`src/rtl/piso_pkg.sv`:
```
// Shared types and defaults for the piso_tx serial transmitter.
// The FSM state type and the default parameter values live here.
package piso_pkg;

   typedef enum logic {ST_IDLE, ST_SHIFT} state_t;

   localparam int   DEF_WIDTH      = 4;
   localparam logic DEF_IDLE_LEVEL = 1'b0;

endpackage

```
`src/rtl/piso_tx_bit_tick_div.sv`:
```
// Tick counter for piso_tx: counts the clocks of one bit period.
// o_wrap flags the last clock of the period while enabled.
module bit_tick_div #(
   parameter int CLKS_PER_BIT = 1
) (
   input  logic i_clk,
   input  logic i_rst,
   input  logic i_en,
   input  logic i_clr,
   output logic o_wrap
);

   localparam int TW = (CLKS_PER_BIT > 1) ? $clog2(CLKS_PER_BIT) : 1;
   localparam logic [TW-1:0] LAST = TW'(CLKS_PER_BIT - 1);

   logic [TW-1:0] r_tick;

   // With CLKS_PER_BIT = 1 LAST is 0 and r_tick never leaves 0, so o_wrap == i_en.
   assign o_wrap = i_en && (r_tick == LAST);

   always_ff @(posedge i_clk or posedge i_rst) begin
      if (i_rst)
         r_tick <= '0;
      else if (i_clr || o_wrap)
         r_tick <= '0;
      else if (i_en)
         r_tick <= r_tick + 1'b1;
   end

endmodule

```
`src/rtl/piso_tx.sv`:
```
// Parallel-in/serial-out transmitter with valid/ready intake, per-bit clock
// stretching and selectable bit order. A word can chain in the o_done cycle.
module piso_tx
   import piso_pkg::*;
#(
   parameter int   WIDTH        = DEF_WIDTH,
   parameter int   CLKS_PER_BIT = 1,
   parameter int   MSB_FIRST    = 0,
   parameter logic IDLE_LEVEL   = DEF_IDLE_LEVEL
) (
   input  logic             i_clk,
   input  logic             i_rst,
   input  logic [WIDTH-1:0] i_data,
   input  logic             i_valid,
   output logic             o_ready,
   output logic             o_sd,
   output logic             o_sv,
   output logic             o_done,
   output logic             o_busy
);

   localparam int BW = $clog2(WIDTH);

   generate
      if (WIDTH < 2 || CLKS_PER_BIT < 1) begin : g_bad_params
         $error("piso_tx: WIDTH must be >= 2 and CLKS_PER_BIT >= 1");
      end
   endgenerate

   state_t           r_state;
   logic [WIDTH-1:0] r_shreg;
   logic [BW-1:0]    r_bitcnt;
   logic             r_sd;
   logic             r_sv;
   logic             r_busy;

   logic             w_shifting;
   logic             w_wrap;
   logic             w_last;
   logic             w_done;
   logic             w_load;
   logic [WIDTH-1:0] w_next;

   function automatic logic first_bit(input logic [WIDTH-1:0] x);
      return (MSB_FIRST != 0) ? x[WIDTH-1] : x[0];
   endfunction

   function automatic logic [WIDTH-1:0] shift_word(input logic [WIDTH-1:0] x);
      return (MSB_FIRST != 0) ? {x[WIDTH-2:0], 1'b0} : {1'b0, x[WIDTH-1:1]};
   endfunction

   assign w_shifting = (r_state == ST_SHIFT);
   assign w_last     = (r_bitcnt == BW'(WIDTH - 1));
   assign w_done     = w_shifting && w_wrap && w_last;
   assign w_load     = i_valid && o_ready;
   assign w_next     = shift_word(r_shreg);

   assign o_ready = (r_state == ST_IDLE) || w_done;
   assign o_done  = w_done;
   assign o_sd    = r_sd;
   assign o_sv    = r_sv;
   assign o_busy  = r_busy;

   bit_tick_div #(
      .CLKS_PER_BIT (CLKS_PER_BIT)
   ) u_tick (
      .i_clk  (i_clk),
      .i_rst  (i_rst),
      .i_en   (w_shifting),
      .i_clr  (w_load),
      .o_wrap (w_wrap)
   );

   always_ff @(posedge i_clk or posedge i_rst) begin
      if (i_rst) begin
         r_state  <= ST_IDLE;
         r_shreg  <= '0;
         r_bitcnt <= '0;
         r_sd     <= IDLE_LEVEL;
         r_sv     <= 1'b0;
         r_busy   <= 1'b0;
      end else if (w_load) begin
         // Loading in the o_done cycle chains the next word with no gap.
         r_state  <= ST_SHIFT;
         r_shreg  <= i_data;
         r_bitcnt <= '0;
         r_sd     <= first_bit(i_data);
         r_sv     <= 1'b1;
         r_busy   <= 1'b1;
      end else if (w_shifting && w_wrap) begin
         if (w_last) begin
            r_state  <= ST_IDLE;
            r_shreg  <= '0;
            r_bitcnt <= '0;
            r_sd     <= IDLE_LEVEL;
            r_sv     <= 1'b0;
            r_busy   <= 1'b0;
         end else begin
            r_shreg  <= w_next;
            r_bitcnt <= r_bitcnt + 1'b1;
            r_sd     <= first_bit(w_next);
         end
      end
   end

endmodule

```
`config.mk`:
```
export PLATFORM = sky130hd
export DESIGN_NAME = piso_tx
export DESIGN_NICKNAME = d
export VERILOG_FILES = /design/src/rtl/piso_pkg.sv /design/src/rtl/piso_tx_bit_tick_div.sv /design/src/rtl/piso_tx.sv
export SDC_FILE = /design/constraint.sdc
export NUM_CORES = 1
export LEC_CHECK = 0
export CAP_MARGIN = 5
export CORE_AREA = 4 4 41 43
export DETAILED_ROUTE_END_ITERATION = 10
export DIE_AREA = 0 0 45 47
export SYNTH_ARGS = -nofsm -noshare
export SYNTH_HDL_FRONTEND = slang
export SYNTH_SLANG_ARGS = --single-unit
```
`constraint.sdc`:
```
create_clock -name i_clk -period 2.95 [get_ports i_clk]
set_clock_uncertainty 0.05 [all_clocks]
set_input_delay 0.4425 -clock i_clk [delete_from_list [all_inputs] [get_ports i_clk]]
set_output_delay 0.4425 -clock i_clk [all_outputs]
set_load 0.01 [all_outputs]
```
## After elaboration in Yosys (flattened, before gate mapping)

Index checks and enable logic that the tools add are counted.

- $add $sub $neg: 2
- Equal/unequal tests: 1
- Mux-type cells: 14
- Bitwise gates (word level): 2
- Reductions and logical operators: 10

Operators with widths:

| cell | number |
|---|---|
| $mux W1 | 8 |
| $mux W4 | 2 |
| $mux W2 | 3 |
| $reduce_bool A2 Y1 | 3 |
| $logic_and A1 B1 Y1 | 4 |
| $mux W3 | 1 |
| $add A2 B1 Y2 const B | 1 |
| $eq A2 B2 Y1 const B | 1 |
| $logic_or A1 B1 Y1 | 2 |
| $not A1 Y1 | 2 |
| $reduce_and A2 Y1 | 1 |
| $add A1 B1 Y1 const B | 1 |

- Register bits: 9
- Input bits: 7
- Output and inout port bits: 5
- Logic and storage cells: 34

## Depth between registers and ports, before layout

Gate-level depths: netlist of run 1.

- Depth in word-level cells: 8
- Mapped depth: 5
- Mapped depth without buffers: 4

## Cells and area by module

From an unflattened synthesis of run 1, not the netlist that was laid out.

- Cells, all modules: 46
- Area, all modules: 489.2 um^2

By module, submodules not included:

| module | times used | cells an instance | area each (um^2) | sequential area each (um^2) |
|---|---|---|---|---|
| piso_tx | 1 | 42 | 439.2 | 175.2 |
| bit_tick_div | 1 | 4 | 50.0 | 25.0 |

## Least setup slack after synthesis of run 1

Ideal clock, no wire load.

- Path type: register to output
- From: register r_bitcnt[0]
- To: output o_done
- Data arrival time: 917 ps
- Data required time: 2457 ps
- Path slack: 1541 ps
- Cell stages (with the launch flop): 4
- Path buffers: 1
- Cells stage by stage: dfrtp_1 -> ha_1 -> buf_6 -> and3_1

- Longest elaborated chain between the ends: 2

RTL lines:

| item | line | source |
|---|---|---|
| start: declaration | piso_tx.sv:32 | `logic [BW-1:0] r_bitcnt;` |
| start signal: assignment | piso_tx.sv:100 | `r_bitcnt <= r_bitcnt + 1'b1;` |
| $eq A2 B2 Y1 | piso_tx.sv:53 | `assign w_last = (r_bitcnt == BW'(WIDTH - 1));` |
| $logic_and A1 B1 Y1 | piso_tx.sv:54 | `assign w_done = w_shifting && w_wrap && w_last;` |
| end: declaration | piso_tx.sv:18 | `output logic o_done,` |

Every way passes these cells.

## Final worst setup path of run 1

- From: register r_bitcnt[0]
- To: output o_ready

- Longest elaborated chain between the ends: 3

RTL lines:

| item | line | source |
|---|---|---|
| $eq A2 B2 Y1 | piso_tx.sv:53 |  |
| $logic_and A1 B1 Y1 | piso_tx.sv:54 |  |
| $logic_or A1 B1 Y1 | piso_tx.sv:58 | `assign o_ready = (r_state == ST_IDLE) \|\| w_done;` |
| end: declaration | piso_tx.sv:15 | `output logic o_ready,` |

Every way passes these cells.

==> flow_metrics.tcl, run 1 <==
set metrics [dict create \
    crit_path_end_kind "output pin" \
    ys_types 22 \
    rsz0062_at_grt "no" \
    net-switching-power_mw 0.1746 \
    syn_avg_cell_area_sq_um 9.856 \
    async_reset_ff_frac 1.000 \
    fmax_ghz 0.4381 \
    grt_pass1_vias 370 \
    routabilityCongestion 0.6951 \
    drv_slew 0 \
    clk_latency_ns 0.25 \
    nNetsFinal 68 \
    wire_per_inst_um 12.96 \
    worstRegToRegCells 4 \
    holdCritPathClass "in -> async" \
    placed_cells 70 \
    cts_sinks 8 \
    path_max_fanout 10 \
    final.hold.worst_slack_ns 0.3886 \
    route.vias.total 396 \
    ys_ff_latch 8 \
    layout.cells.non_filler 73 \
    htreeDepth 1 \
    max-cap-violations 0 \
    synth_nets 57 \
    synthFlopType "dfrtp_1" \
    p_per_area_nw_per_um2 845.1 \
    wirelength_um 946 \
    synth_cells 49 \
    p_total_mw 0.4980 \
    dieArea_sq_um 2115 \
    swShare 0.3507 \
    postRouteAntennaNets 0 \
    design_area_sq_um 589.3 \
    place_hpwl_um 690.4 \
    area_growth_pct 22.02 \
    cts-root-buf "clkbuf_4" \
    setup_viol 0 \
    crit_start "r_bitcnt[0]$_DFFE_PP0P_" \
    avgViaCountPerCell 5.425 \
    synth_area_leaders "dfrtp_1 (41%), mux2i_1 (8.3%), a311oi_1 (5.4%)" \
    leakage_nw 0.2635 \
    crit_cells 4 \
    cts_hold_buffers 0 \
    drtIter0Drc 7 \
    grt_max_degree 18 \
    final_core_util 0.4529 \
    drt_first_pass_iters 4 \
    clockBufferDepth 2 \
    start_kind "flop" \
    crit_chain "ha_1 > nand2b_1 > nand2_1 > clkdlybuf4s50_1" \
    clk_pin_slew_ns 0.05 \
    rr_endpoint "r_shreg[2]$_DFFE_PP0P_" \
    worst-setup-path-type "reg -> out" \
    start_util 0.3712 \
    synth.largest_area_cell "dfrtp_1" \
    dpl-instance-area_sq_um 566.8 \
    worstPathRequired_ns 2.46 \
    grt_pass1_wl_mm 1.621 \
    fin_tns_setup_ns 0 \
    period_minus_slack_ns 2.282 \
    place.port_buffers 11 \
    grt_overflow_total 0 \
    power_frac_seq 0.387 \
    path_delay_family "buffers and inverters" \
    netlist_area_sq_um 483.0 \
    cts_setup_buffers 0 \
    finalWorstSetupSlack_ns 0.6676 \
    core_area_sq_um 1301 \
    yosysSeqAreaShare 0.4145 \
    p_clk_frac 0.165 \
    p_int_mw 0.3234 \
    worstSetupEndpoint "o_ready" \
    post_cts_resized 0 \
    period_share 0.7737 \
    yosys.area.top_type_share 0.4145 \
    status "finished, final reports clean" \
    critPathMaxStageDelay_ns 0.54 \
    n_antenna_cell 0 \
    drcViolationCount 0 \
    die_w_um 45 \
    rows 13 \
    combPwrFrac 0.448 \
    cts_tree "built" \
    cts_made_buffers 3 \
    track_usage 0.1093 \
    post-place-ws_ns 0.9364 \
    slowest_stage "clkdlybuf4s50_1" \
    arrival_ns 1.79 \
    die_y_um 47 \
    ys_warn_count 0 \
    reg2reg_slack_ns 1.57 \
    cp_num_buf_inv 1 \
    irDropWorstVdd_mv 0.3518 \
    r2r-start "r_bitcnt[0]$_DFFE_PP0P_" \
    io_pins 12 \
    tightestPinTransition_ns 0.4893 \
    max_slew_margin 0.6728 \
    antenna_found_initial 0 \
    synth_edf_count 0 \
    hold_violations 0 \
    drive_above_1_share 0.06897 \
]
## power groups by stage
stage / logic (mW) / registers, mW / clock network [mW]
4_1_cts: 0.226 / 0.194 / 0.0868
3_3_place_gp: 0.224 / 0.193 / 0
2_1_floorplan: 0.164 / 0.183 / 0
6_report: 0.223 / 0.193 / 0.0822
5_1_grt: 0.252 / 0.201 / 0.0923
3_5_place_dp: 0.223 / 0.196 / 0
## synth_stat cells, types with 2 or more instances
cell      n
a311oi_1  3
buf_4     3
buf_6     2
dfrtp_1   8
inv_1     3
mux2i_1   4
nand2_1   3
nand2b_1  2
nor2b_1   3
o21ai_0   4
o22ai_1   3
## state kept, by name, indices dropped and copies added, names as in the netlist
name,cells
r_shreg,3
o_sd,1
r_bitcnt,2
u_tick.r_tick,1
o_busy,1
## worst reg2reg max path, cell delays in order (launching register included)
cell	delay [ns]
dfrtp_1	0.39
ha_1	0.37
nor2b_1	0.09
a311oi_1	0.24
o22ai_1	0.11
## routing by layer
metal	vias up	track usage	part of all wire	wire (um)
met2	7	0.1667	0.47	444
met5	-	0	0	0
li1	199	-	-	-
met4	0	0.03509	0.0085	8
met3	2	0.05747	0.053	50
met1	188	0.1335	0.47	443
## placed cells by master, fill, tap and decap left out
cell             Yosys  final
o22ai_1              3      3
a311oi_1             3      3
a21o_1               1      1
nand3_1              1      1
clkdlybuf4s50_1      0     11
inv_1                3      3
nand2_1              3      3
mux2i_1              4      4
and3_1               1      1
o21ai_0              4      4
clkbuf_4             0      3
ha_1                 1      1
nand4_1              1      1
nor2b_1              3      3
nor2_1               1      1
dfrtp_1              8      8
o221ai_1             1      1
nand2b_1             2      2
a21oi_1              1      1
nor3_1               1      1
nor3_2               1      1
a22o_1               1      1
## how the worst min path moves through the flow
| stage | from | endpoint | slack (ns) | cells past startpoint |
|---|---|---|---|---|
| 2_1_floorplan | i_rst | o_busy$_DFFE_PP0P_ | 0.21 | 1 |
| 3_3_place_gp | r_shreg[3]$_DFFE_PP0P_ | r_shreg[3]$_DFFE_PP0P_ | 0.48 | 2 |
| 3_5_place_dp | r_shreg[3]$_DFFE_PP0P_ | r_shreg[3]$_DFFE_PP0P_ | 0.49 | 2 |
| 4_1_cts | i_rst | r_shreg[3]$_DFFE_PP0P_ | 0.40 | 2 |
| 5_1_grt | i_rst | r_shreg[3]$_DFFE_PP0P_ | 0.40 | 2 |
| 6_report | i_rst | r_shreg[3]$_DFFE_PP0P_ | 0.39 | 2 |
## final cells by class
type	count	area, sq um
flip-flops and latches	8	200.2
fillers	139	711.9
repair buffers	11	110.1
multi-input cells	33	226.5
clock buffers	3	22.52
inverters	3	11.26
well taps	15	18.77
## cell families (layout without fill, tap and decap cells)
kind of cell / after synthesis / count (layout) / synth area share
buffers and inverters: 8 / 17 / 0.1166
DFF: 8 / 8 / 0.4145
and+or+nand+nor: 14 / 14 / 0.1632
AOI/OAI and AO/OA: 14 / 14 / 0.1969
adders and majority gates: 1 / 1 / 0.02590
muxes: 4 / 4 / 0.08290
No activity file was read; power rests on OpenSTA's default activity.
==> inputs of run 2 (changes only) <==
Clock period 2.95 ns to 2.3 ns, I/O delays scaled along.
==> flow_metrics.tcl, run 2 (synthesis results as in run 1) <==
set metrics [dict create \
    status "finished, final reports clean" \
    cts_hold_buffers 0 \
    die_y_um 47 \
    antenna_found_initial 0 \
    final_core_util 0.4644 \
    hold_violations 0 \
    clk_pin_slew_ns 0.05 \
    grt_pass1_wl_mm 1.794 \
    irDropWorstVdd_mv 0.4458 \
    n_antenna_cell 0 \
    top_regs "r_shreg (3), r_bitcnt (2)" \
    cts_tree "built" \
    worst-setup-path-type "reg -> out" \
    arrival_ns 1.66 \
    post_cts_resized 0 \
    fin_tns_setup_ns 0 \
    r2r-start "r_bitcnt[0]$_DFFE_PP0P_" \
    multiInputGateArea_sq_um 226.5 \
    leakage_nw 0.2731 \
    area_growth_pct 25.13 \
    grt_overflow_total 0 \
    routabilityCongestion 0.7148 \
    core_area_sq_um 1301 \
    dieArea_sq_um 2115 \
    wire_per_inst_um 13.07 \
    grt_pass1_vias 411 \
    clockBufferDepth 2 \
    p_per_area_nw_per_um2 1091 \
    p_total_mw 0.6594 \
    critPathMaxStageDelay_ns 0.53 \
    worstPathRequired_ns 1.90 \
    htreeDepth 1 \
    final.hold.worst_slack_ns 0.2949 \
    layout_common_cells "clkdlybuf4s50_1 (11), dfrtp_1 (8), mux2i_1 (4), o21ai_0 (4)" \
    period_share 0.8950 \
    design_area_sq_um 604.3 \
    start_kind "flop" \
    cts-root-buf "clkbuf_4" \
    fmax_ghz 0.4858 \
    nNetsFinal 70 \
    rows 13 \
    dpl-instance-area_sq_um 581.8 \
    combPwrFrac 0.474 \
    cts_setup_buffers 0 \
    cts_sinks 8 \
    slowest_stage "clkdlybuf4s50_1" \
    p_int_mw 0.4300 \
    drt_first_pass_iters 4 \
    postRouteAntennaNets 0 \
    max-cap-violations 0 \
    final_common_cell "clkdlybuf4s50_1" \
    track_usage 0.1173 \
    drcViolationCount 0 \
    p_clk_frac 0.160 \
    avgViaCountPerCell 5.293 \
    max_slew_margin 0.6612 \
    net-switching-power_mw 0.2294 \
    drv_slew 0 \
    holdCritPathClass "in -> async" \
    drive_above_1_share 0.1000 \
    largest_register_ffs 3 \
    crit_start "u_tick.r_tick$_DFFE_PP0P_" \
    die_w_um 45 \
    tightestPinTransition_ns 0.5065 \
    regArea_sq_um 200.2 \
    wirelength_um 980 \
    period_minus_slack_ns 2.059 \
    place.port_buffers 11 \
    drtIter0Drc 4 \
    route.vias.total 397 \
    cts_made_buffers 3 \
    rsz0062_at_grt "no" \
    crit_path_end_kind "output pin" \
    path_max_fanout 9 \
    place_hpwl_um 737.9 \
    grt_max_degree 13 \
    crit_chain "inv_1 > and3_1 > clkdlybuf4s50_1" \
    largest-register "r_shreg" \
    setup_viol 0 \
    swShare 0.3479 \
    clk_latency_ns 0.25 \
    power_frac_seq 0.366 \
    fillCellCount 150 \
    io_pins 12 \
    start_util 0.3712 \
]
==> run 2: cell count changes in the layout (fill, tap and decap cells not counted), sizes merged <==
| cell | previous run | this run |
|---|---|---|
| buf | 0 | 2 |
==> run 2: layout make-up <==
| class | count | share of cell area |
|---|---|---|
| clock buffer | 3 | 0.03727 |
| inverter | 3 | 0.01863 |
| multi-input combinational | 33 | 0.3747 |
| sequential | 8 | 0.3313 |
| tap | 15 | 0.03106 |
| timing repair buffer | 13 | 0.2070 |
==> run 2: final timing paths <==
check                      depth (start not counted)  slack [ns]                       to
setup reg to reg                                   4        0.91   r_shreg[1]$_DFFE_PP0P_
max in group asynchronous                          2        1.67   r_shreg[1]$_DFFE_PP0P_
min in group i_clk                                 2        0.50  r_bitcnt[1]$_DFFE_PP0P_
setup / recovery                                   3        0.24                   o_done
hold / removal                                     2        0.29       o_busy$_DFFE_PP0P_
hold reg to reg                                    2        0.50  r_bitcnt[1]$_DFFE_PP0P_
==> run 2: per-layer routing <==
metal,vias to the layer above,global-route usage,wire [um]
li1,200,-,-
met1,191,0.1569,469
met2,6,0.1751,467
met3,0,0.06897,44
met4,0,0,0
met5,-,0,0
==> run 2: critical path: cells and delay by family (launching register included) <==
family        cells  cell delay, ns
buf+inv           2            0.74
flops             1            0.48
simple gates      1            0.19
==> run 2: stage by stage <==
stage	cells	setup slack (ns)
final	75	0.2414
after global routing	75	0.1394
after CTS	75	0.2408
after detailed placement	72	0.5164
after global placement	72	0.5104
after floorplan	49	0.9884
==> run 2: power by group through the flow <==
stage	sequential [mW]	combinational, mW	clock, mW
6_report	0.242	0.312	0.105
5_1_grt	0.252	0.351	0.121
4_1_cts	0.243	0.317	0.110
3_5_place_dp	0.245	0.314	0
3_3_place_gp	0.244	0.314	0
2_1_floorplan	0.234	0.210	0
==> inputs of run 3 (changes only) <==
Settings changed: ABC_AREA set to 1.
==> flow_metrics.tcl, run 3 <==
set metrics [dict create \
    largest_register_ffs 3 \
    nNetsFinal 73 \
    wire_per_inst_um 10.60 \
    p_per_area_nw_per_um2 1137 \
    grt_pass1_vias 374 \
    io_pins 12 \
    area_growth_pct 35.06 \
    top_regs "r_shreg (3), r_bitcnt (2)" \
    cts_sinks 8 \
    ys_ff_latch 8 \
    path_max_fanout 7 \
    synth_top_family_by_area "simple AND/OR/NAND/NOR gates" \
    synth_fa_ha_area_frac 0.03049 \
    finalWorstSetupSlack_ns 0.2039 \
    synthXorXnorAreaFrac 0 \
    clk_latency_ns 0.25 \
    largest-register "r_shreg" \
    ys_types 14 \
    synthFlopType "dfrtp_1" \
    final_core_util 0.4260 \
    cts-root-buf "clkbuf_4" \
    muxShareOfSynthArea 0 \
    cts_made_buffers 3 \
    dieArea_sq_um 2115 \
    grt_pass1_wl_mm 1.559 \
    grt_max_degree 10 \
    layout.cells.non_filler 78 \
    cts_tree "built" \
    fmax_ghz 0.4771 \
    postRouteAntennaNets 0 \
    n_antenna_cell 0 \
    final_common_cell "nand2_1" \
    irDropWorstVdd_mv 0.5330 \
    arrival_ns 1.70 \
    hold_violations 0 \
    worst-setup-path-type "reg -> out" \
    routabilityCongestion 0.7750 \
    synth_cells 50 \
    rsz0062_at_grt "no" \
    crit_path_end_kind "output pin" \
    max-cap-violations 0 \
    start_util 0.3154 \
    ys_top_cells_by_count "nand2_1 (20), dfrtp_1 (8), nand3_1 (5)" \
    leakage_nw 0.2835 \
    yosysSeqAreaShare 0.4878 \
    period_share 0.9113 \
    route.vias.total 353 \
    drt_first_pass_iters 4 \
    place_hpwl_um 644.1 \
    max_slew_margin 0.7914 \
    holdCritPathClass "in -> async" \
    synth_edf_count 0 \
    post_cts_resized 0 \
    track_usage 0.1021 \
    clk_pin_slew_ns 0.06 \
    status "finished, final reports clean" \
    p_total_mw 0.6302 \
    layout_common_cells "nand2_1 (20), clkdlybuf4s50_1 (11), dfrtp_1 (8), nand3_1 (5), inv_1 (4)" \
    clockBufferDepth 2 \
    synth_nets 58 \
    synth_compound_area_frac 0.09451 \
    grt_overflow_total 0 \
    netlist_area_sq_um 410.4 \
    worstPathRequired_ns 1.90 \
    start_kind "flop" \
    period_minus_slack_ns 2.096 \
    cts_setup_buffers 0 \
    placed_cells 75 \
    post-place-ws_ns 0.4688 \
    place.port_buffers 11 \
    synthSimpleGateAreaFrac 0.3140 \
    drcViolationCount 0 \
    wirelength_um 827 \
    yosys.area.top_type_share 0.4878 \
    yosysMostFrequentCell "nand2_1" \
    htreeDepth 1 \
    die_w_um 45 \
    avgViaCountPerCell 4.526 \
    rows 13 \
    drv_slew 0 \
    synth_area_leaders "dfrtp_1 (49%), nand2_1 (18%), nand3_1 (6.1%)" \
    core_area_sq_um 1301 \
    die_y_um 47 \
    drive_above_1_share 0.1270 \
    ys_warn_count 0 \
    fin_tns_setup_ns 0 \
    antenna_found_initial 0 \
    cts_hold_buffers 0 \
    async_reset_ff_frac 1.000 \
    syn_avg_cell_area_sq_um 8.208 \
    tightestPinTransition_ns 0.3125 \
    drtIter0Drc 12 \
    setup_viol 0 \
    synth.largest_area_cell "dfrtp_1" \
]
## run 3: cell count changes after synthesis, sizes merged, moves of 2 or more
cell / before / now
nand2: 3 / 21
buf: 5 / 1
mux2i: 4 / 0
nand3: 1 / 5
a311oi: 3 / 0
inv: 3 / 6
nor2b: 3 / 0
o211ai: 0 / 3
o21ai: 4 / 1
o22ai: 3 / 0
nand2b: 2 / 0
## run 3: final cells by class
type,instances,area (sq um)
Fill cell,134,747.0
Sequential cell,8,200.2
Multi-Input combinational cell,35,180.2
Timing Repair Buffer,11,110.1
Clock buffer,3,22.52
Inverter,6,22.52
Tap cell,15,18.77
## run 3: worst max-delay path, cell delays in order, from the launching register on
cell             delay [ns]
dfrtp_1                0.35
ha_1                   0.14
inv_1                  0.10
o21ai_2                0.27
clkdlybuf4s50_1        0.60
## run 3: final timing paths
check / from / to / slack, ns / cells past startpoint
hold / removal: i_rst / r_shreg[1]$_DFFE_PP0P_ / 0.28 / 2
setup reg to reg: r_bitcnt[0]$_DFFE_PP0P_ / o_sd$_DFFE_PP0P_ / 1.03 / 7
min in group i_clk: o_sd$_DFFE_PP0P_ / o_sd$_DFFE_PP0P_ / 0.43 / 2
setup / recovery: r_bitcnt[1]$_DFFE_PP0P_ / o_ready / 0.20 / 4
max in group asynchronous: i_rst / r_bitcnt[0]$_DFFE_PP0P_ / 1.68 / 2
hold reg to reg: o_sd$_DFFE_PP0P_ / o_sd$_DFFE_PP0P_ / 0.43 / 2
## run 3: per-layer routing
layer  part of all wire  vias to the layer above  track usage
li1                   -                      187            -
met1               0.50                      153       0.1425
met2               0.42                       11       0.1469
met3              0.057                        2      0.02299
met4              0.015                        0      0.05263
met5                  0                        -            0
## run 3: kinds of logic after synthesis
kind of cell,count (synthesis)
AND/OR/NAND/NOR,29
flip-flops,8
buffers and inverters,7
AO/OA/AOI/OAI,5
adder cells (fa/ha/maj),1
## run 3: power breakdown
part | internal [mW] | switching [mW] | total (mW)
Sequential | 0.190 | 0.0378 | 0.227
Combinational | 0.140 | 0.154 | 0.294
Clock | 0.0598 | 0.0489 | 0.109
## run 3: stage by stage
stage	hold WS, ns	area [sq um]
after floorplan	0.1107	410.4
after global placement	0.4209	531.8
after detailed placement	0.4182	531.8
after CTS	0.2920	554.3
after global routing	0.3164	554.3
final	0.2828	554.3
